`src/rtl/sprite_reg_bank_pkg.sv`:
```
// Shared types and sprite word field layout for the sprite register bank.
// The scan FSM state lives here so the top and the sequencer agree on it.
package sprite_reg_bank_pkg;

    typedef enum logic {
        IDLE = 1'b0,
        SCAN = 1'b1
    } scan_state_e;

    // Layout of one sprite word as consumed by the renderer.
    localparam int SPR_NUM_LSB = 0;
    localparam int SPR_NUM_MSB = 8;
    localparam int SPR_Y_LSB   = 9;
    localparam int SPR_Y_MSB   = 18;
    localparam int SPR_X_LSB   = 19;
    localparam int SPR_X_MSB   = 28;
    localparam int SPR_USED    = 29;
    localparam int SPR_WORD_W  = 32;

    function automatic logic [SPR_WORD_W-1:0] sprite_pack(
        input logic [SPR_NUM_MSB-SPR_NUM_LSB:0] num,
        input logic [SPR_Y_MSB-SPR_Y_LSB:0]     y,
        input logic [SPR_X_MSB-SPR_X_LSB:0]     x,
        input logic                             used
    );
        sprite_pack                          = '0;
        sprite_pack[SPR_NUM_MSB:SPR_NUM_LSB] = num;
        sprite_pack[SPR_Y_MSB:SPR_Y_LSB]     = y;
        sprite_pack[SPR_X_MSB:SPR_X_LSB]     = x;
        sprite_pack[SPR_USED]                = used;
    endfunction

endpackage

```
`src/rtl/sprite_reg_bank_scan.sv`:
```
// Frame scan sequencer: walks entry indices 0..DEPTH-1 once per scan_start
// and reports when the bank is busy (scanning or holding a deferred commit).
module sprite_reg_bank_scan
    import sprite_reg_bank_pkg::*;
#(
    parameter int unsigned DEPTH  = 32,
    parameter int unsigned ADDR_W = $clog2(DEPTH)
) (
    input  logic              clk,
    input  logic              reset,
    input  logic              scan_start,
    input  logic              commit_pending,
    output logic              scan_active,
    output logic [ADDR_W-1:0] scan_idx,
    output logic              scan_last,
    output logic              busy
);

    localparam logic [ADDR_W-1:0] LAST_IDX = ADDR_W'(DEPTH - 1);

    scan_state_e       state_q, state_d;
    logic [ADDR_W-1:0] idx_q, idx_d;

    always_ff @(posedge clk or posedge reset) begin
        if (reset) begin
            state_q <= IDLE;
            idx_q   <= '0;
        end else begin
            state_q <= state_d;
            idx_q   <= idx_d;
        end
    end

    // scan_start is only honoured from IDLE; a restart request mid-frame is dropped.
    always_comb begin
        state_d = state_q;
        idx_d   = idx_q;
        case (state_q)
            IDLE: begin
                if (scan_start) begin
                    state_d = SCAN;
                    idx_d   = '0;
                end
            end
            SCAN: begin
                if (idx_q == LAST_IDX) begin
                    state_d = IDLE;
                    idx_d   = '0;
                end else begin
                    idx_d = idx_q + ADDR_W'(1);
                end
            end
            default: begin
                state_d = IDLE;
                idx_d   = '0;
            end
        endcase
    end

    assign scan_active = (state_q == SCAN);
    assign scan_idx    = idx_q;
    assign scan_last   = scan_active && (idx_q == LAST_IDX);
    assign busy        = scan_active || commit_pending;

endmodule

```
`src/rtl/sprite_reg_bank.sv`:
```
// Double-buffered sprite register bank: byte-enabled shadow writes, atomic
// frame-boundary publish to the active copy, scan streaming and random read.
module sprite_reg_bank
    import sprite_reg_bank_pkg::*;
#(
    parameter int unsigned DATA_W = 32,
    parameter int unsigned DEPTH  = 32,
    parameter int unsigned ADDR_W = $clog2(DEPTH),
    parameter bit          SHADOW = 1'b1
) (
    input  logic                clk,
    input  logic                reset,
    input  logic                wr_en,
    input  logic [ADDR_W-1:0]   wr_addr,
    input  logic [DATA_W-1:0]   wr_data,
    input  logic [DATA_W/8-1:0] wr_be,
    output logic                wr_ack,
    output logic                wr_err,
    input  logic                rd_en,
    input  logic [ADDR_W-1:0]   rd_addr,
    output logic [DATA_W-1:0]   rd_data,
    output logic                rd_valid,
    input  logic                commit,
    output logic                commit_done,
    input  logic                scan_start,
    output logic                scan_valid,
    output logic [ADDR_W-1:0]   scan_idx,
    output logic [DATA_W-1:0]   scan_data,
    output logic                scan_last,
    output logic                busy
);

    localparam int unsigned     BE_W    = DATA_W / 8;
    localparam logic [ADDR_W:0] DEPTH_X = (ADDR_W + 1)'(DEPTH);

    function automatic logic [DATA_W-1:0] be_merge(
        input logic [DATA_W-1:0] old_w,
        input logic [DATA_W-1:0] new_w,
        input logic [BE_W-1:0]   be
    );
        be_merge = old_w;
        for (int b = 0; b < int'(BE_W); b++) begin
            if (be[b]) begin
                be_merge[b*8 +: 8] = new_w[b*8 +: 8];
            end
        end
    endfunction

    logic [DATA_W-1:0] shadow_w [DEPTH];
    logic [DATA_W-1:0] active_w [DEPTH];

    logic              wr_in_range;
    logic              rd_in_range;
    logic              scan_active;
    logic              apply_commit;
    logic              pending_q, pending_d;
    logic              wr_ack_q, wr_err_q;
    logic              rd_valid_q;
    logic [DATA_W-1:0] rd_data_q, rd_data_d;
    logic              commit_done_q;

    assign wr_in_range = ({1'b0, wr_addr} < DEPTH_X);
    assign rd_in_range = ({1'b0, rd_addr} < DEPTH_X);

    // A commit that lands mid-frame is deferred until the scan has returned to
    // IDLE so the renderer never sees a half-published frame.
    assign apply_commit = (commit || pending_q) && !scan_active;
    assign pending_d    = (commit || pending_q) && scan_active;

    for (genvar gi = 0; gi < int'(DEPTH); gi++) begin : g_entry
        logic              hit;
        logic [DATA_W-1:0] shadow_q;
        logic [DATA_W-1:0] active_q;
        logic              dirty_q;
        logic [DATA_W-1:0] entry_d;

        assign hit     = wr_en && wr_in_range && (wr_addr == ADDR_W'(gi));
        assign entry_d = be_merge(SHADOW ? shadow_q : active_q, wr_data, wr_be);

        // Write after the commit clear so a same-cycle write leaves the entry dirty.
        always_ff @(posedge clk or posedge reset) begin
            if (reset) begin
                shadow_q <= '0;
                active_q <= '0;
                dirty_q  <= 1'b0;
            end else if (SHADOW) begin
                if (apply_commit) begin
                    dirty_q <= 1'b0;
                    if (dirty_q) begin
                        active_q <= shadow_q;
                    end
                end
                if (hit) begin
                    shadow_q <= entry_d;
                    dirty_q  <= 1'b1;
                end
            end else if (hit) begin
                active_q <= entry_d;
            end
        end

        assign shadow_w[gi] = shadow_q;
        assign active_w[gi] = active_q;
    end

    always_comb begin
        rd_data_d = '0;
        if (rd_in_range) begin
            rd_data_d = SHADOW ? shadow_w[rd_addr] : active_w[rd_addr];
        end
    end

    always_ff @(posedge clk or posedge reset) begin
        if (reset) begin
            wr_ack_q      <= 1'b0;
            wr_err_q      <= 1'b0;
            rd_valid_q    <= 1'b0;
            rd_data_q     <= '0;
            commit_done_q <= 1'b0;
            pending_q     <= 1'b0;
        end else begin
            wr_ack_q      <= wr_en && wr_in_range;
            wr_err_q      <= wr_en && !wr_in_range;
            rd_valid_q    <= rd_en;
            if (rd_en) begin
                rd_data_q <= rd_data_d;
            end
            commit_done_q <= apply_commit;
            pending_q     <= pending_d;
        end
    end

    sprite_reg_bank_scan #(
        .DEPTH  (DEPTH),
        .ADDR_W (ADDR_W)
    ) u_scan (
        .clk            (clk),
        .reset          (reset),
        .scan_start     (scan_start),
        .commit_pending (pending_q),
        .scan_active    (scan_active),
        .scan_idx       (scan_idx),
        .scan_last      (scan_last),
        .busy           (busy)
    );

    assign wr_ack      = wr_ack_q;
    assign wr_err      = wr_err_q;
    assign rd_valid    = rd_valid_q;
    assign rd_data     = rd_data_q;
    assign commit_done = commit_done_q;
    assign scan_valid  = scan_active;
    assign scan_data   = scan_active ? active_w[scan_idx] : '0;

endmodule

```
`config.mk`:
```
export PLATFORM = sky130hd
export DESIGN_NAME = sprite_reg_bank
export DESIGN_NICKNAME = d
export VERILOG_FILES = /design/src/rtl/sprite_reg_bank_pkg.sv /design/src/rtl/sprite_reg_bank_scan.sv /design/src/rtl/sprite_reg_bank.sv
export SDC_FILE = /design/constraint.sdc
export NUM_CORES = 2
export LEC_CHECK = 0
export CORE_UTILIZATION = 51
export DETAILED_ROUTE_END_ITERATION = 16
export MAX_ROUTING_LAYER = met4
export PLACE_DENSITY = 0.67
export SYNTH_ARGS = -nofsm -noshare
export SYNTH_HDL_FRONTEND = slang
export SYNTH_HIERARCHICAL = 1
export SYNTH_SLANG_ARGS = --single-unit
```
`constraint.sdc`:
```
create_clock -name clk -period 85.7 [get_ports clk]
set_input_delay 12.855 -clock clk [delete_from_list [all_inputs] [get_ports clk]]
set_output_delay 12.855 -clock clk [all_outputs]
set_load 0.05 [all_outputs]
```
# ---- Yosys cells after proc, flatten, opt, wreduce, memory -nomap -nowiden
# Index checks and enable logic that the tools add are counted.
dict set report word_totals {
  elab_cells 515
  out_inout_bits 76
  regBits 2122
  inputBits 52
}
dict set report classes {
  addsub 1
  n_mux 46
  n_lt_le_gt_ge 2
  eq_ne 33
  reduce_logical 231
  n_bitwise 3
}
# op n
set op_table {}
lappend op_table {{32-bit binary-select mux with 5-bit select} 2}
lappend op_table {{2-bit AND reduction} 160}
lappend op_table {{32-bit 2-to-1 mux} 5}
lappend op_table {{5-bit equality test (second input constant)} 17}
lappend op_table {{2-bit nonzero test} 32}
lappend op_table {{5-bit by 4-bit equality test with 1-bit output (second input constant)} 8}
lappend op_table {{1-bit logical AND} 35}
lappend op_table {{1-bit 2-to-1 mux} 35}
lappend op_table {{5-bit by 3-bit equality test with 1-bit output (second input constant)} 4}
lappend op_table {{6-bit >= comparator (second input constant)} 2}
lappend op_table {{5-bit NOT with 6-bit output} 2}
lappend op_table {{5-bit by 2-bit equality test with 1-bit output (second input constant)} 2}
lappend op_table {{5-bit 2-to-1 mux} 2}
lappend op_table {{5-bit one-hot mux with 2 select lines} 1}
lappend op_table {{5-bit by 1-bit adder with 5-bit output (second input constant)} 1}
lappend op_table {{5-bit by 1-bit equality test with 1-bit output (second input constant)} 1}
lappend op_table {{5-bit zero test} 1}
lappend op_table {{1-bit logical OR} 2}
lappend op_table {{2-bit inequality test (second input constant)} 1}
lappend op_table {{1-bit one-hot mux with 2 select lines} 1}
lappend op_table {{1-bit zero test} 1}
lappend op_table {{1-bit NOT} 1}

# ---- Logic depth before layout (Yosys ltp)
dict set report logic_depth {
  word_depth 5
  ltp_mapped 9
  ltp_nobuf 6
}

# ---- Modules after synthesis
# Netlist, hierarchy kept.
# mod cells_per_inst n_inst area_per_inst_um2 seq_area_each_um2
set modules_own_cells {}
lappend modules_own_cells {sprite_reg_bank 6304 1 95132.5 52950.8}
lappend modules_own_cells {sprite_reg_bank_scan 32 1 332.8 150.1}

# ---- Worst setup path after synthesis
# No wires, ideal clock.
dict set report synth_timing {
  path_kind {register to output}
  start {register u_scan.idx_q[0], in the netlist u_scan/scan_idx[0]}
  end {output port scan_data[25]}
  t_required_ns 72.845
  stages_incl_launch_ff 10
  path_slack_ns 70.138
  path_buffers 4
  arrival_ns 2.707
  cell_sequence {dfrtp_1 -> clkbuf_2 -> buf_6 -> buf_6 -> buf_2 -> mux4_2 -> mux4_2 -> nor2_1 -> a21oi_1 -> and3_1}
}
dict set report synth_via {
  elab_chain_cells 5
}
# item line_no
set synth_lines {}
lappend synth_lines {{start: declaration} sprite_reg_bank_scan.sv:22} ;# logic [ADDR_W-1:0] idx_q, idx_d;
lappend synth_lines {{start signal: assignment} sprite_reg_bank_scan.sv:30} ;# idx_q <= idx_d;
lappend synth_lines {{5-bit NOT with 6-bit output (implied by the code)} sprite_reg_bank.sv:153} ;# assign scan_data = scan_active ? active_w[scan_idx] : '0;
lappend synth_lines {{32-bit binary-select mux with 5-bit select} sprite_reg_bank.sv:153}
lappend synth_lines {{32-bit 2-to-1 mux (implied by the code) (2 in series)} sprite_reg_bank.sv:153}
lappend synth_lines {{32-bit 2-to-1 mux} sprite_reg_bank.sv:153}
lappend synth_lines {{end: declaration} sprite_reg_bank.sv:28} ;# output logic [DATA_W-1:0] scan_data,
# Every way passes these cells. The select of a mux whose other input is x is not followed.

# ---- Final worst setup path
dict set report layout_timing {
  start {register u_scan.idx_q[0], in the netlist u_scan/scan_idx[0]}
  end {output port scan_data[21]}
}
# Same word-level chain as after synthesis.

==> metrics.txt <==
met1 usage=44.9%; die width=435 um; Req. time, crit path=72.85 ns; Initial Util=51.4%; fin crit share=22.1%; Netlist cell types=41; Synth top area share=55.6%; DRT iter0 DRCs=5994; setup violators final=0; P_leak=52.2 nW; root buffer cell=clkbuf_16; hold-fix buffers at CTS=0; Fin Setup TNS=0 ns; drt drc=0; final worst slack=66.78 ns; routed wire length=306000 um; share of cells above drive strength 1=40.9%; crit path time final=18.92 ns; Fin. Hold Viols=0; most numerous cell in the Yosys netlist=dfrtp_1; die area=0.189 mm2; RSZ-0062 raised after global routing=no; slew at the pin with the worst max-slew slack=1.44 ns; initial antenna violation count=12; Global Route met2 Usage=50.5%; total CTS buffers=220; crit path from=u_scan/scan_idx[0]$_DFFE_PP0P_; Post-synth EDFFs=0; total chip power=0.00303 W; Hold Path Stages=1; post-route ant nets=0; worst hold path class=reg -> reg; max-cap viol count=0; H-tree level count=4; nets=6436; Avg WL per Cell=33.8 um; row cnt=158; Detailed Place HPWL=183000 um; Final Max Slew Viols=0; Synth area leader=dfrtp_1; number of I/O port buffers=126; syn avg cell area=15.1 um2; slew margin rel.=3.96%; GRT busiest layer=met2; Max clock buf depth=3; post-CTS resize count=0; post-synthesis register bit count=2122; most used flip-flop cell after synthesis=dfrtp_1; TritonRoute pass-1 iters=5; maximum vdd drop=0.0000268 V; Net Count, Synth=6391; launching point of the worst reg2reg path=u_scan/scan_active$_DFF_PP0_; vias per inst=6.46; crit path kind=reg -> out; Clock Skews=0.0332 ns; crit path capture=scan_data[21]; status=finished, final reports clean; synth top area cells=dfrtp_1 (56%), mux2_2 (22%), mux4_2 (6.5%); R2R setup slack=80.95 ns; clock slew at reported path FFs=0.06 ns; Sink Count=2122; Post-synth top cells=dfrtp_1 (2122), mux2_2 (1856), mux2i_1 (598); postcts setup bufs=0; arrival time worst endpoint=6.06 ns; power per cell area=28.4 mW/mm2; sequential area share after synthesis=55.6%; Critical Path Sink Type=primary output; Post-Syn Instances=6336; Worst-Skew Late Latency=0.87 ns; number of fill cells=14700; area grow syn2layout=11.7%; GRT Total Usage=33.8%; Vias=58500; fmax=52.9 MHz; synthesized area=0.0955 mm2; Synthesis Warnings=6; worst flop-to-flop path endpoint=g_entry[7].active_q[14]$_DFFE_PP0P_; Async SR Flop Fraction=100%; largest net degree at the start of global routing=177; first-pass GRT wire length=442000 um; GRT overflow=0; Max Fanout on Critical Path=104; met3 usage=6.78%; Final Wtd Congestion=0.867; vias in the first global route=60600; I/O Pins=128; CORE AREA=0.186 mm2; Startpoint Class=flop; dpl ws=67.58 ns; Vert. Die Dim=435 um; r2r worst-path depth=7; CTS tree=done
## routing by layer
layer  vias to the layer above  wire length, um
met4                         0            14900
met2                      2286           141000
li1                      23600                -
met5                         -                0
met3                       689            22100
met1                     31900           128000
## layout by cell type (no fill, tap or decap), drive strengths merged, types with 3 or more instances in the layout
cell type	synthesis	routed
dfrtp	2122	2122
mux2	2080	2080
mux2i	598	598
clkbuf	213	338
mux4	278	278
a22oi	276	276
nand2	189	189
a21oi	150	150
buf	229	144
clkdlybuf4s50	0	121
nor2	52	52
clkinv	0	42
and3	34	34
a21o	33	33
nor4	32	32
bufinv	0	13
inv	4	11
nand2b	10	10
diode	0	8
nor3	8	8
nor2b	6	6
ha	3	3
or2	3	3
and2	3	3
## critical path, cell delays in order, from the launching register on
cell and delay (ns):
dfrtp_4 0.86, buf_12 0.68, buf_4 0.86, mux4_2 0.62
mux4_2 0.50, nor2_1 0.36, a21oi_1 0.12, and3_1 0.22
clkdlybuf4s50_1 0.70
## sequential cells by signal (all words and copies together), names as in the netlist
name	cells
rd_valid	1
u_scan/scan_active	1
g_entry.active_q	1024
wr_ack	1
pending_q	1
u_scan/scan_idx	5
g_entry.dirty_q	32
g_entry.shadow_q	1024
commit_done	1
rd_data	32
## kinds of logic after synthesis
family | after synthesis | synth area share (%)
AOI/OAI and AO/OA | 464 | 3.25
other | 1 | 0.00393
buffers and inverters | 446 | 2.08
and+or+nand+nor | 344 | 1.63
muxes | 2956 | 37.4
DFF | 2122 | 55.6
adders and majority gates | 3 | 0.0393
## where the power goes
group          switching [W]  internal, W
Clock               0.000413     0.000567
Sequential          0.000135      0.00119
Combinational       0.000390     0.000333
Total               0.000939      0.00209
## worst min-delay path by stage
stage	start	to	slack (ns)
6_report	g_entry[21].active_q[6]$_DFFE_PP0P_	g_entry[21].active_q[6]$_DFFE_PP0P_	0.49
5_1_grt	g_entry[17].active_q[6]$_DFFE_PP0P_	g_entry[17].active_q[6]$_DFFE_PP0P_	0.50
4_1_cts	g_entry[14].active_q[8]$_DFFE_PP0P_	g_entry[14].active_q[8]$_DFFE_PP0P_	0.49
3_5_place_dp	g_entry[14].active_q[15]$_DFFE_PP0P_	g_entry[14].active_q[15]$_DFFE_PP0P_	0.48
3_3_place_gp	g_entry[19].active_q[19]$_DFFE_PP0P_	g_entry[19].active_q[19]$_DFFE_PP0P_	0.47
2_1_floorplan	g_entry[0].dirty_q$_DFFE_PP0P_	g_entry[0].dirty_q$_DFFE_PP0P_	0.45
## cell type report
type / instances / area, um2 / area share [%]
well taps: 2480 / 3100 / 2.91
clock inverters: 64 / 785 / 0.736
flip-flops and latches: 2122 / 53100 / 49.8
diodes: 8 / 20.0 / 0.0188
clock buffers: 338 / 6590 / 6.18
multi-input cells: 3768 / 40500 / 38.0
repair buffers: 265 / 2430 / 2.28
inverters: 4 / 22.5 / 0.0211
## through the flow
| stage | std cells | area [um2] | hold slack (ns) | util (%) |
|---|---|---|---|---|
| after floorplan | 6336 | 95500 | 0.450 | - |
| after global placement | 8639 | 99200 | 0.468 | 53.4 |
| after detailed placement | 8639 | 99200 | 0.475 | 53.4 |
| after CTS | 9041 | 107000 | 0.489 | 57.4 |
| after global routing | 9048 | 107000 | 0.497 | 57.4 |
| final | 9049 | 107000 | 0.485 | 57.4 |
(Power assumes the default switching activity.)
